**src/rtl/uart_apb_tx_ctrl.sv**
```systemverilog
// Byte-push front end for a cmsdk_apb_uart: configures BAUDDIV/CTRL, then polls STATE and writes DATA per byte.
// Build option UART_TX_CTRL_FIFO_EN: 2**FIFO_DEPTH_LOG2-entry FIFO; without it, a single holding register.
module uart_apb_tx_ctrl #(
  parameter logic [31:0] BAUDDIV_VAL     = 32'd16,
  parameter int          FIFO_DEPTH_LOG2 = 2
) (
  input  logic                     PCLK,
  input  logic                     PRESETn,
  input  logic [7:0]               tx_data,
  input  logic                     tx_valid,
  output logic                     tx_ready,
  output logic                     PSEL,
  output logic [11:2]              PADDR,
  output logic                     PENABLE,
  output logic                     PWRITE,
  output logic [31:0]              PWDATA,
  input  logic [31:0]              PRDATA,
  input  logic                     PREADY,
  output logic                     init_done,
  output logic                     busy,
  output logic [FIFO_DEPTH_LOG2:0] fifo_count
);

  localparam logic [9:0] A_DATA  = 10'd0;
  localparam logic [9:0] A_STATE = 10'd1;
  localparam logic [9:0] A_CTRL  = 10'd2;
  localparam logic [9:0] A_BAUD  = 10'd4;

  typedef enum logic [2:0] {
    S_INIT_BAUD,
    S_INIT_CTRL,
    S_IDLE,
    S_POLL,
    S_SEND
  } state_e;

  state_e      state_q, state_d;
  logic        psel_q, psel_d;
  logic        penable_q, penable_d;
  logic        pwrite_q, pwrite_d;
  logic [9:0]  paddr_q, paddr_d;
  logic [31:0] pwdata_q, pwdata_d;
  logic        init_done_q, init_done_d;
  logic        live_q;

  logic        push, pop;
  logic        fifo_full, fifo_empty;
  logic [7:0]  fifo_head;

  // Only the TX-buffer-full flag of STATE matters here.
  logic unused_prdata;
  assign unused_prdata = ^PRDATA[31:1];

  // tx_ready is held low until the first edge after reset release.
  always_ff @(posedge PCLK or negedge PRESETn) begin
    if (!PRESETn) live_q <= 1'b0;
    else          live_q <= 1'b1;
  end

  assign tx_ready = live_q && !fifo_full;
  assign push     = tx_valid && tx_ready;

`ifdef UART_TX_CTRL_FIFO_EN
  localparam int DEPTH = 1 << FIFO_DEPTH_LOG2;

  logic [7:0]                 mem_q [DEPTH];
  logic [7:0]                 mem_d [DEPTH];
  logic [FIFO_DEPTH_LOG2-1:0] wptr_q, wptr_d, rptr_q, rptr_d;
  logic [FIFO_DEPTH_LOG2:0]   count_q, count_d;

  always_comb begin
    mem_d   = mem_q;
    wptr_d  = wptr_q;
    rptr_d  = rptr_q;
    count_d = count_q;
    if (push) begin
      mem_d[wptr_q] = tx_data;
      wptr_d        = wptr_q + 1'b1;
    end
    if (pop) rptr_d = rptr_q + 1'b1;
    case ({push, pop})
      2'b10:   count_d = count_q + 1'b1;
      2'b01:   count_d = count_q - 1'b1;
      default: count_d = count_q;
    endcase
  end

  always_ff @(posedge PCLK or negedge PRESETn) begin
    if (!PRESETn) begin
      mem_q   <= '{default: '0};
      wptr_q  <= '0;
      rptr_q  <= '0;
      count_q <= '0;
    end else begin
      mem_q   <= mem_d;
      wptr_q  <= wptr_d;
      rptr_q  <= rptr_d;
      count_q <= count_d;
    end
  end

  // count never exceeds DEPTH, so its MSB alone marks full.
  assign fifo_full  = count_q[FIFO_DEPTH_LOG2];
  assign fifo_empty = (count_q == '0);
  assign fifo_head  = mem_q[rptr_q];
  assign fifo_count = count_q;
`else
  logic [7:0] hold_q, hold_d;
  logic       occ_q, occ_d;

  always_comb begin
    hold_d = hold_q;
    occ_d  = occ_q;
    if (pop) occ_d = 1'b0;
    if (push) begin
      hold_d = tx_data;
      occ_d  = 1'b1;
    end
  end

  always_ff @(posedge PCLK or negedge PRESETn) begin
    if (!PRESETn) begin
      hold_q <= '0;
      occ_q  <= 1'b0;
    end else begin
      hold_q <= hold_d;
      occ_q  <= occ_d;
    end
  end

  assign fifo_full  = occ_q;
  assign fifo_empty = !occ_q;
  assign fifo_head  = hold_q;

  always_comb begin
    fifo_count    = '0;
    fifo_count[0] = occ_q;
  end
`endif

  // psel_q=0 launches SETUP, SETUP always moves to ACCESS, ACCESS completes on PREADY.
  always_comb begin
    state_d     = state_q;
    psel_d      = psel_q;
    penable_d   = penable_q;
    pwrite_d    = pwrite_q;
    paddr_d     = paddr_q;
    pwdata_d    = pwdata_q;
    init_done_d = init_done_q;
    pop         = 1'b0;
    if (psel_q && !penable_q) begin
      penable_d = 1'b1;
    end else if (psel_q) begin
      if (PREADY) begin
        psel_d    = 1'b0;
        penable_d = 1'b0;
        case (state_q)
          S_INIT_BAUD: state_d = S_INIT_CTRL;
          S_INIT_CTRL: begin
            state_d     = S_IDLE;
            init_done_d = 1'b1;
          end
          S_POLL:      state_d = PRDATA[0] ? S_IDLE : S_SEND;
          S_SEND: begin
            state_d = S_IDLE;
            pop     = 1'b1;
          end
          default:     state_d = S_IDLE;
        endcase
      end
    end else begin
      case (state_q)
        S_INIT_BAUD: begin
          psel_d   = 1'b1;
          pwrite_d = 1'b1;
          paddr_d  = A_BAUD;
          pwdata_d = BAUDDIV_VAL;
        end
        S_INIT_CTRL: begin
          psel_d   = 1'b1;
          pwrite_d = 1'b1;
          paddr_d  = A_CTRL;
          pwdata_d = 32'h1;
        end
        S_IDLE, S_POLL: begin
          if (!fifo_empty) begin
            state_d  = S_POLL;
            psel_d   = 1'b1;
            pwrite_d = 1'b0;
            paddr_d  = A_STATE;
            pwdata_d = '0;
          end
        end
        S_SEND: begin
          psel_d   = 1'b1;
          pwrite_d = 1'b1;
          paddr_d  = A_DATA;
          pwdata_d = {24'h0, fifo_head};
        end
        default: state_d = S_INIT_BAUD;
      endcase
    end
  end

  always_ff @(posedge PCLK or negedge PRESETn) begin
    if (!PRESETn) begin
      state_q     <= S_INIT_BAUD;
      psel_q      <= 1'b0;
      penable_q   <= 1'b0;
      pwrite_q    <= 1'b0;
      paddr_q     <= '0;
      pwdata_q    <= '0;
      init_done_q <= 1'b0;
    end else begin
      state_q     <= state_d;
      psel_q      <= psel_d;
      penable_q   <= penable_d;
      pwrite_q    <= pwrite_d;
      paddr_q     <= paddr_d;
      pwdata_q    <= pwdata_d;
      init_done_q <= init_done_d;
    end
  end

  assign PSEL      = psel_q;
  assign PENABLE   = penable_q;
  assign PWRITE    = pwrite_q;
  assign PADDR     = paddr_q;
  assign PWDATA    = pwdata_q;
  assign init_done = init_done_q;
  assign busy      = !fifo_empty || (state_q == S_POLL) || (state_q == S_SEND);

endmodule

```
**config.mk**
```make
export PLATFORM = sky130hd
export DESIGN_NAME = uart_apb_tx_ctrl
export DESIGN_NICKNAME = d
export VERILOG_FILES = /design/src/rtl/uart_apb_tx_ctrl.sv
export SDC_FILE = /design/constraint.sdc
export NUM_CORES = 1
export LEC_CHECK = 0
export CORE_MARGIN = 1
export CORE_UTILIZATION = 39
export CTS_BUF_LIST = sky130_fd_sc_hd__clkbuf_16
export CTS_CLUSTER_DIAMETER = 200
export DETAILED_ROUTE_END_ITERATION = 10
export PLACE_DENSITY = 0.85
export SYNTH_ARGS = -nofsm -noshare
export SYNTH_HDL_FRONTEND = slang
export SYNTH_SLANG_ARGS = --single-unit
export TNS_END_PERCENT = 100
```
**constraint.sdc**
```tcl
create_clock -name PCLK -period 1.9 [get_ports PCLK]
set_input_delay 0.38 -clock PCLK [delete_from_list [all_inputs] [get_ports PCLK]]
set_output_delay 0.38 -clock PCLK [all_outputs]
set_load 0.005 [all_outputs]
```
**Word level (Yosys, flattened, before mapping)**

Index checks and enable logic that the tools add are counted.

- Equality and inequality tests: 8
- Mux-type cells: 25
- Bitwise operators: 2
- Reduce and logical (&&, ||, !) cells: 20

Operators with widths:

| cell | count |
|---|---|
| 32-bit case mux with 4 select lines | 1 |
| 10-bit case mux with 4 select lines | 1 |
| 32-bit two-way mux | 1 |
| 4-bit AND reduction | 4 |
| 1-bit two-way mux | 13 |
| 3-bit two-way mux | 4 |
| 3-bit case mux with 2 select lines | 2 |
| 10-bit two-way mux | 1 |
| 2-bit nonzero test | 4 |
| 3-bit by 2-bit == test with 1-bit output, second input constant | 2 |
| 2-bit != test, second input constant | 2 |
| 1-bit case mux with 2 select lines | 2 |
| 4-bit nonzero test | 1 |
| 3-bit by 1-bit == test with 1-bit output, second input constant | 1 |
| 3-bit == test, second input constant | 1 |
| 1-bit logical AND | 3 |
| 3-bit zero test | 1 |
| 3-bit != test, second input constant | 1 |
| 3-bit OR reduction | 1 |
| 1-bit zero test | 2 |
| 1-bit logical OR | 2 |
| 2-bit by 1-bit != test with 1-bit output, second input constant | 1 |
| 1-bit inverter | 2 |
| 2-bit AND reduction | 1 |
| 2-bit OR reduction | 1 |

- Input bits: 44
- Word-level logic and storage cells: 65
- Register bits: 59
- Output and inout port bits: 51

**Longest topological paths before layout**

- Depth in word-level cells: 7
- Mapped depth: 5
- Depth with buffers taken out: 3

**Worst setup path before layout**

No wires, ideal clock.

- Path kind: register to output
- Start: register state_q[0]
- End: output port busy
- Required time: 1,520 ps
- Path buffers: 1
- Stages on the path, launching flop included: 4
- Arrival: 1,010 ps
- Setup slack: 510 ps
- Cell sequence: dfrtp_1 buf_2 nor2b_1 a221o_1

- Cells in the longest elaborated chain, start to end: 3
- Elaborated cells on any way between the ends: 4
- Classes of those cells: 2 x eq/ne; 2 x reduce/logical

RTL lines:

| what | line | text |
|---|---|---|
| start: declaration | 37 | `state_e state_q, state_d;` |
| start signal: assignment | 215 | `state_q <= state_d;` |
| 3-bit by 2-bit == test with 1-bit output | 231 | `assign busy = !fifo_empty \|\| (state_q == S_POLL) \|\| (state_q == S_SEND);` |
| 1-bit logical OR | 231 |  |
| 1-bit logical OR * | 231 |  |
| end: declaration | 20 | `output logic busy,` |

Mark *: on every way between the ends. The rest lies on a longest branch, timed or not.

**Worst setup path after layout**

- Start: register psel_q, in the netlist PSEL
- End: output port PSEL

RTL lines:

| what | line | text |
|---|---|---|
| start: declaration | 38 | `logic psel_q, psel_d;` |
| start signal: assignment | 216 | `psel_q <= psel_d;` |
| end: declaration | 12 | `output logic PSEL,` |

No word-level cell between the ends.

==> flow_summary_export.csv <==
group,metric,value,unit
outcome,run_status,"complete, no violations",
route,met2RoutedLength,1.261,mm
power_and_ir_drop,cellInternalPower,1.644,mW
yosys,syn-cell-area,1476,µm²
route,postRouteWirelength,2.631,mm
job,maxCapViolCount,0,
cts,cts_sinks,28,
critical_path,timing.critical_path.arrival,1480,ps
cells_and_area,fillerInstances,314,
route,routedWlPerCell,12.47,µm
grt,grt_overflow,0,
placed_design,dp_hpwl,1.836,mm
cells_and_area,layout.nets,210,
yosys,post_synth.cell_area_avg,11.27,µm²
die,core_area,3468,µm²
critical_path,setup.worst_path.start_class,"flop",
sta,setup_repair_after_global_routing_missed_its_margin,"false",
worst_hold_path,holdCritPathClass,"flop to flop",
die,rows,21,
critical_path,path_buf_inv,1,
placed_design,dpl.cell_count,206,
cts,cts-buffers-inserted,3,
cts,clock-root-buffer,"clkbuf_16",
yosys,synth-edff-count,0,
sta,finalWorstSetupSlack,36.48,ps
route,dr_top_layer,"met4",
cts,cts_tree,"done",
critical_path,timing.critical_path.fanout_max,13,
critical_path,worstPathRequired,1520,ps
sta,timing_worst_slew_pin_value,519.2,ps
route,routed_via_density,4.673,
sta,final_period_minus_worst_setup_slack,1864,ps
grt,initial_antenna_violation_count,0,
sta,timing.final.hold_violations,0,
sta,fin_setup_tns,0,ps
power_and_ir_drop,p_leak,0.8052,nW
power_and_ir_drop,power_share_of_the_combinational_group,40.2,%
critical_path,setup.worst_path.end_class,"output port",
route,dr.first_iter.drc_count,9,
sta,clock-skew-final,2.133,ps
power_and_ir_drop,netSwitchingFraction,33.40,%
cts,post_cts_hold_buffer_count,0,
sta,report.final.slew_viol_count,0,
die,chipHeight,63.53,µm
sta,timing.final.crit_share,98.08,%
power_and_ir_drop,seqPwrFrac,40.7,%
route,antenna_left,0,
critical_path,worst-setup-path-type,"flop to output port",
die,floorplan.io_pins,95,
yosys,ys_ff_latch,28,
grt,grt_first_pass_wirelength,4.167,mm
sta,timing.fmax,536.6,MHz
power_and_ir_drop,power-per-cell-area,1370,nW/µm²
power_and_ir_drop,p_sw,824.7,µW
sta,timing.hold.ws,463.6,ps
route,detailroute.via_count,986,
route,met3_wirelength,185,µm
yosys,proportion_of_synthesized_chip_area_in_sequential_cells,47.46,%
yosys,number_of_warnings_issued_by_yosys,0,
cts,clkSlewWorstSetupHoldPaths,60,ps
sta,relSlewSlack,65.24,%
cells_and_area,antenna_cells_inserted,0,
yosys,yosys.cell_types.count,35,
cts,clock_path_buffers,2,
die,die_width,63.53,µm
yosys,async_flop_share,100.0,%
yosys,synthFlopType,"dfrtp_1",
critical_path,worst_path_largest_cell_delay,640,ps
grt,grt_start_max_net_pins,29,
route,drt_pass1_iterations,4,
placed_design,place_worst_setup_slack,184.5,ps
cells_and_area,finish.instance_area,1802,µm²
die,die_footprint,4035,µm²
route,remaining_drc_errors,0,
placed_design,buffer_ports.inserted,30,
die,floorplan.initialDensity,42.57,%
sta,final-setup-viol-count,0,
power_and_ir_drop,max-vdd-ir-drop,0.0006074,V
grt,grt_util_all_layers,13.39,%
power_and_ir_drop,clock_power_share,19.1,%
critical_path,crit_chain,"clkdlybuf4s50_1",
placed_design,detailed_place.area,1717,µm²
critical_path,cp_delay_by_family_top,"flip-flops",
cells_and_area,share_of_layout_cells_above_drive_strength_1,11.52,%
cts,cts-htree-levels,1,
route,wirelength_met1,1.157,mm
critical_path,slowest_stage,"dfrtp_1",
yosys,synth_cells,131,
placed_design,place_congestion,0.7604,
grt,via_count_of_the_first_global_routing_pass,912,
cells_and_area,area.growth.synth_to_final,22.03,%
cts,insertion_delay_to_the_later_sink_of_the_worst_skew_pair,260,ps
cells_and_area,final_cell_count_no_fill,211,
-- Yosys cell counts (all sizes together), types with 3 or more instances --
library cell / count / area, µm²
a22o: 6 / 52.55
nor3: 4 / 25.02
mux2: 8 / 90.09
buf: 39 / 282.8
nand2b: 3 / 18.77
nor2b: 3 / 21.27
inv: 3 / 11.26
a21oi: 5 / 25.02
dfrtp: 28 / 700.7
nand2: 5 / 21.27
-- final cells by class --
| class | instances | area, µm² | share of cell area [%] |
|---|---|---|---|
| Clock buffer | 3 | 75.07 | 4.167 |
| Timing Repair Buffer | 37 | 351.6 | 19.51 |
| Clock inverter | 1 | 3.754 | 0.2083 |
| Inverter | 3 | 11.26 | 0.6250 |
| Sequential cell | 28 | 700.7 | 38.89 |
| Tap cell | 46 | 57.56 | 3.194 |
| Multi-Input combinational cell | 93 | 601.8 | 33.40 |
-- power groups by stage --
stage	combinational, mW	clock [mW]	sequential [mW]
6_report	0.993	0.472	1.00
4_1_cts	0.997	0.480	1.00
3_5_place_dp	0.980	0	1.01
3_3_place_gp	0.945	0	0.999
5_1_grt	1.09	0.505	1.02
2_1_floorplan	0.648	0	0.961
-- timing repair --
action,CTS,global route
endpoints found under the setup margin,1,0
gates resized for setup,1,0
setup buffers,1,0
-- state kept, by name, indices dropped and copies added, names as in the netlist --
signal,cells
state_q,3
PWRITE,1
PWDATA,8
PENABLE,1
live_q,1
PSEL,1
init_done,1
PADDR,3
fifo_full,1
fifo_head,8
-- logic make-up (layout without fill, tap and decap cells) --
family / Yosys count / in the layout / share of synthesized area, %
buf+inv: 42 / 44 / 19.92
compound gates: 28 / 28 / 14.75
flops: 28 / 28 / 47.46
simple gates: 23 / 23 / 11.27
mux: 8 / 8 / 6.102
other cells: 2 / 34 / 0.5087
-- path summary, 6_finish.rpt --
check	from	end	slack (ps)	depth (start not counted)
max	PSEL$_DFFE_PN0N_	PSEL	40	1
min	init_done$_DFFE_PN0P_	init_done$_DFFE_PN0P_	460	2
max reg2reg	state_q[0]$_DFFE_PN0P_	PWDATA[5]$_DFFE_PN0P_	360	5
min reg2reg	init_done$_DFFE_PN0P_	init_done$_DFFE_PN0P_	460	2
max in group asynchronous	PRESETn	PWRITE$_DFFE_PN0P_	1150	2
min in group asynchronous	PRESETn	fifo_head[3]$_DFFE_PN0P_	490	2
-- routing by layer --
metal	track usage, %	vias up
met1	16.44	479
met5	0	-
met2	21.94	41
li1	-	462
met4	4.261	0
met3	4.529	4
-- through the flow --
step	utilization, %	power, mW
detailed placement	49.49	1.995
global placement	49.49	1.944
finish	51.95	2.469
global route	51.95	2.621
floorplan	-	1.610
CTS	51.95	2.479
-- layout by cell type (no fill, tap or decap), drive strengths merged, types with 2 or more instances in the layout --
| cell type | instances |
|---|---|
| inv | 3 |
| nand2 | 5 |
| a21oi | 5 |
| a311o | 2 |
| mux2 | 8 |
| nor4b | 2 |
| clkdlybuf4s50 | 29 |
| nand2b | 3 |
| nor2 | 2 |
| o21a | 2 |
| clkbuf | 3 |
| a22o | 6 |
| dfrtp | 28 |
| nor2b | 3 |
| buf | 7 |
| conb | 34 |
| o2bb2ai | 2 |
| nor3 | 4 |
| o21ai | 2 |
| o31ai | 2 |
No activity file was read; power rests on OpenSTA's default activity.
